--- src/rtl/regfile_ctx_engine.sv ---
// Context save/restore engine: walks registers 0..NREGS-1 between the register file and data memory.
// Two cycles per register plus one DONE cycle; stalls in MEM for as long as mem_ack is held low.
module regfile_ctx_engine #(
  parameter int NREGS = 16,
  parameter int RA_W  = 4,
  parameter int DW    = 16,
  parameter int AW    = 16
) (
  input  logic            clk,
  input  logic            rst,
  input  logic            start,
  input  logic            dir,
  input  logic [AW-1:0]   base_addr,
  output logic            busy,
  output logic            done,
  output logic [RA_W-1:0] rf_addr,
  output logic            rf_we,
  output logic [DW-1:0]   rf_wdata,
  input  logic [DW-1:0]   rf_rdata,
  output logic            mem_req,
  output logic            mem_we,
  output logic [AW-1:0]   mem_addr,
  output logic [DW-1:0]   mem_wdata,
  input  logic [DW-1:0]   mem_rdata,
  input  logic            mem_ack
);

  localparam logic [2:0] S_IDLE = 3'd0;
  localparam logic [2:0] S_RD   = 3'd1;
  localparam logic [2:0] S_MEM  = 3'd2;
  localparam logic [2:0] S_WR   = 3'd3;
  localparam logic [2:0] S_DONE = 3'd4;

  localparam logic [RA_W:0] LAST_IDX = (RA_W+1)'(NREGS - 1);
  localparam logic [RA_W:0] ONE_IDX  = (RA_W+1)'(1);

  logic [2:0]    state, nstate;
  logic [RA_W:0] idx, nidx;
  logic [DW-1:0] data_buf, nbuf;
  logic          dir_q, ndir;
  logic [AW-1:0] base_q, nbase;
  logic          last;

  logic            n_busy, n_done, n_rf_we, n_mem_req, n_mem_we;
  logic [RA_W-1:0] n_rf_addr;
  logic [DW-1:0]   n_rf_wdata, n_mem_wdata;
  logic [AW-1:0]   n_mem_addr;

  assign last = (idx == LAST_IDX);

  always_comb begin
    nstate = state;
    nidx   = idx;
    nbuf   = data_buf;
    ndir   = dir_q;
    nbase  = base_q;
    case (state)
      S_IDLE: begin
        if (start) begin
          nidx   = '0;
          nbase  = base_addr;
          ndir   = dir;
          nstate = dir ? S_MEM : S_RD;
        end
      end
      S_RD: begin
        nbuf   = rf_rdata;
        nstate = S_MEM;
      end
      S_MEM: begin
        if (mem_ack) begin
          if (dir_q) begin
            nbuf   = mem_rdata;
            nstate = S_WR;
          end else if (last) begin
            nstate = S_DONE;
          end else begin
            nidx   = idx + ONE_IDX;
            nstate = S_RD;
          end
        end
      end
      S_WR: begin
        if (last) begin
          nstate = S_DONE;
        end else begin
          nidx   = idx + ONE_IDX;
          nstate = S_MEM;
        end
      end
      S_DONE:  nstate = S_IDLE;
      default: nstate = S_IDLE;
    endcase
  end

  // Outputs are decoded from the next state so every port comes straight from a flop.
  always_comb begin
    n_busy      = (nstate != S_IDLE);
    n_done      = (nstate == S_DONE);
    n_rf_addr   = '0;
    n_rf_we     = 1'b0;
    n_rf_wdata  = '0;
    n_mem_req   = 1'b0;
    n_mem_we    = 1'b0;
    n_mem_addr  = '0;
    n_mem_wdata = '0;
    case (nstate)
      S_RD: n_rf_addr = nidx[RA_W-1:0];
      S_WR: begin
        n_rf_addr  = nidx[RA_W-1:0];
        n_rf_we    = 1'b1;
        n_rf_wdata = nbuf;
      end
      S_MEM: begin
        n_mem_req  = 1'b1;
        n_mem_we   = ~ndir;
        n_mem_addr = nbase + AW'(nidx);
        if (!ndir) n_mem_wdata = nbuf;
      end
      default: ;
    endcase
  end

  always_ff @(posedge clk) begin
    if (!rst) begin
      state     <= S_IDLE;
      idx       <= '0;
      data_buf  <= '0;
      dir_q     <= 1'b0;
      base_q    <= '0;
      busy      <= 1'b0;
      done      <= 1'b0;
      rf_addr   <= '0;
      rf_we     <= 1'b0;
      rf_wdata  <= '0;
      mem_req   <= 1'b0;
      mem_we    <= 1'b0;
      mem_addr  <= '0;
      mem_wdata <= '0;
    end else begin
      state     <= nstate;
      idx       <= nidx;
      data_buf  <= nbuf;
      dir_q     <= ndir;
      base_q    <= nbase;
      busy      <= n_busy;
      done      <= n_done;
      rf_addr   <= n_rf_addr;
      rf_we     <= n_rf_we;
      rf_wdata  <= n_rf_wdata;
      mem_req   <= n_mem_req;
      mem_we    <= n_mem_we;
      mem_addr  <= n_mem_addr;
      mem_wdata <= n_mem_wdata;
    end
  end

endmodule
--- config.mk ---
export PLATFORM = sky130hd
export DESIGN_NAME = regfile_ctx_engine
export DESIGN_NICKNAME = d
export VERILOG_FILES = /design/src/rtl/regfile_ctx_engine.sv
export SDC_FILE = /design/constraint.sdc
export NUM_CORES = 1
export LEC_CHECK = 0
export CAP_MARGIN = 20
export CORE_AREA = 5 5 99 101
export DETAILED_ROUTE_END_ITERATION = 8
export DIE_AREA = 0 0 104 106
export PLACE_DENSITY = 0.74
export SKIP_CTS_REPAIR_TIMING = 1
export SYNTH_ARGS = -nofsm -noshare
export SYNTH_HDL_FRONTEND = slang
export SYNTH_SLANG_ARGS = --single-unit
--- constraint.sdc ---
create_clock -name clk -period 4.36 [get_ports clk]
set_clock_uncertainty 0.2 [all_clocks]
set_input_delay 1.308 -clock clk [delete_from_list [all_inputs] [get_ports clk]]
set_output_delay 1.308 -clock clk [all_outputs]
set_load 0.1 [all_outputs]
==> metrics <==
CTS tree=built; synth warn=0; Fin Hold WS=290 ps; post-route setup slack=233 ps; Fin. Hold Viols=0; Post-Syn Area per Cell=9.91 sq um; RSZ-0062 raised after global routing=false; setup_tns=0 ps; number of I/O pins=110; Die X=104 um; Seq cells post-synth=98; Starting DRT DRC Count=100; Routed Wire Length=9.60 mm; fmax=242 MHz; share of cells above drive strength 1=8.53%; critical path required time=4400 ps; R2R cell count=13; vias in the first global route=3153; commonest non-fill, non-tap cell in the layout=clkdlybuf4s50_1; Pwr Density=357 nW/um^2; Worst Path Max Fanout=6; Clock Path Buffers=2; total nets after synthesis=447; Inserted Clock Buffers=9; Multi-input gate area=1740 sq um; placed cell area=5040 sq um; Final Net Count=559; # diodes=0; Routed Antenna Nets=0; GRT Total Usage=17.5%; Pleak=2.00 nW; post-DP HPWL=7.14 mm; Hold Path Stages=2; GRT Residual Overflow=0; Final Instance Area=5240 sq um; pre-CTS setup slack=-114 ps; most frequent cells in the layout=clkdlybuf4s50_1, dfxtp_1, nor2_1, nor2b_1, nand2_1; die height=106 um; sequential area share after synthesis=51.1%; Tcrit/Tclk final=94.7%; utilization after layout=58.7%; final setup vio count=0; fill count=793; EDFF count, synth=0; Peak VDD IR=0.000164 V; FF/Latch Area=1960 sq um; CTS Root Cell=clkbuf_8; first-pass GRT wire length=15.7 mm; DRC=0; Cell variety after synth=55; Async S/R FF share, synth=0%; Total Die Area=11000 sq um; IO buf count=109; worst relative slew slack=31.8%; ys flop type=dfxtp_1; GPL Wtd Cong=0.880; Clock transition at path regs=110 ps; core area=8930 sq um; H-tree depth=3; CTS sink cnt=98; final slew viol count=0; WS Path Type=input pin to flip-flop; DR WL/cell=15.6 um; status=finished, final reports clean; r2r startpoint=idx[0]; DR vias/cell=5.11; crit path DAT=4170 ps; Skew-Pair Late Insertion Delay=360 ps; initial antenna violation count=0; Post-Syn Area=3840 sq um; Tmin final=4130 ps; HP Start=data_buf[14]; vias=3142; R2R Path End=mem_addr[14]; worst hold path class=flip-flop to flip-flop; synthesized instance count=387; P&R area growth vs syn=36.7%; largest net degree at the start of global routing=21; Initial Util=42.9%; Worst-Margin Slew=1020 ps; number of detailed-route iterations in the first pass=4; startpoint class of the critical path=input pin; max_cap viols=0; R2R setup slack=1110 ps; Hold Path End=rf_wdata[14]; row count=35; element type at the critical path end=flip-flop
-- through the flow --
step / instances / power [W]
5_1_grt: 615 / 0.00195
3_5_place_dp: 599 / 0.00132
3_3_place_gp: 599 / 0.00131
6_report: 615 / 0.00187
4_1_cts: 615 / 0.00189
2_1_floorplan: 387 / 0.00120
-- cells in the mapped netlist, drive strengths merged, types with 2 or more instances --
cell | number | area [sq um]
a211oi | 4 | 30.0
a21oi | 20 | 108
a221o | 3 | 30.0
a22o | 18 | 158
and2 | 18 | 113
and3 | 3 | 18.8
buf | 10 | 73.8
clkbuf | 9 | 33.8
dfxtp | 98 | 1960
ha | 6 | 75.1
inv | 7 | 26.3
mux2 | 2 | 22.5
mux2i | 17 | 183
nand2 | 25 | 98.8
nand2b | 3 | 18.8
nand3 | 6 | 30.0
nand4 | 5 | 31.3
nor2 | 49 | 186
nor2b | 30 | 188
nor3 | 4 | 20.0
o2111ai | 3 | 32.5
o211ai | 4 | 30.0
o21a | 4 | 31.3
o21ai | 10 | 53.8
or3b | 2 | 17.5
xnor2 | 7 | 61.3
xor2 | 2 | 17.5
-- cell families after synthesis --
| kind of cell | share of synthesized area (%) |
|---|---|
| buffers and inverters | 3.49 |
| and+or+nand+nor | 21.5 |
| DFF | 51.1 |
| muxes | 5.35 |
| xor gates and xnor gates | 2.05 |
| adders and majority gates | 2.48 |
| AOI/OAI and AO/OA | 14.0 |
-- worst max-delay path, stage by stage --
cell             delay [ps]
clkdlybuf4s50_1         490
or3b_1                  440
a221o_1                 350
a22o_1                  220
ha_1                    340
nor2b_1                 160
o31a_1                  320
o21ai_0                 230
mux2i_1                 220
a21oi_1                  80
-- where the power goes --
group / leakage (nW) / switching [W] / total (W) / internal [W]
Clock: 0.102 / 0.000346 / 0.000574 / 0.000228
Sequential: 0.795 / 0.0000179 / 0.000946 / 0.000929
Combinational: 1.11 / 0.000214 / 0.000350 / 0.000136
-- state kept, by name, indices dropped and copies added, names as in the netlist, 3 cells and up --
name,cells
mem_addr,16
mem_wdata,16
rf_addr,4
state,3
data_buf,16
idx,5
rf_wdata,16
base_q,16
-- how the worst max path moves through the flow --
stage                         to    start  cells past startpoint  slack (ps)
floorplan           mem_addr[14]    start                     12         560
global placement     mem_addr[6]  mem_ack                     11         -40
detailed placement   mem_addr[6]  mem_ack                     11        -110
CTS                  mem_addr[6]  mem_ack                     11         220
global route         mem_addr[6]  mem_ack                     11          90
finish               mem_addr[6]    start                     10         230
-- layout make-up --
class / count / area share (%)
sequential: 98 / 37.4
multi-input combinational: 263 / 33.2
timing repair buffer: 120 / 22.4
tap: 111 / 2.65
clock buffer: 9 / 2.36
clock inverter: 7 / 1.50
inverter: 7 / 0.501
-- routing by layer --
metal | track usage (%) | routed length [um]
met2 | 30.1 | 4740
met5 | 0 | 0
met1 | 21.0 | 4240
met4 | 7.03 | 163
met3 | 4.01 | 451
Power figures use the tool's default switching activity.
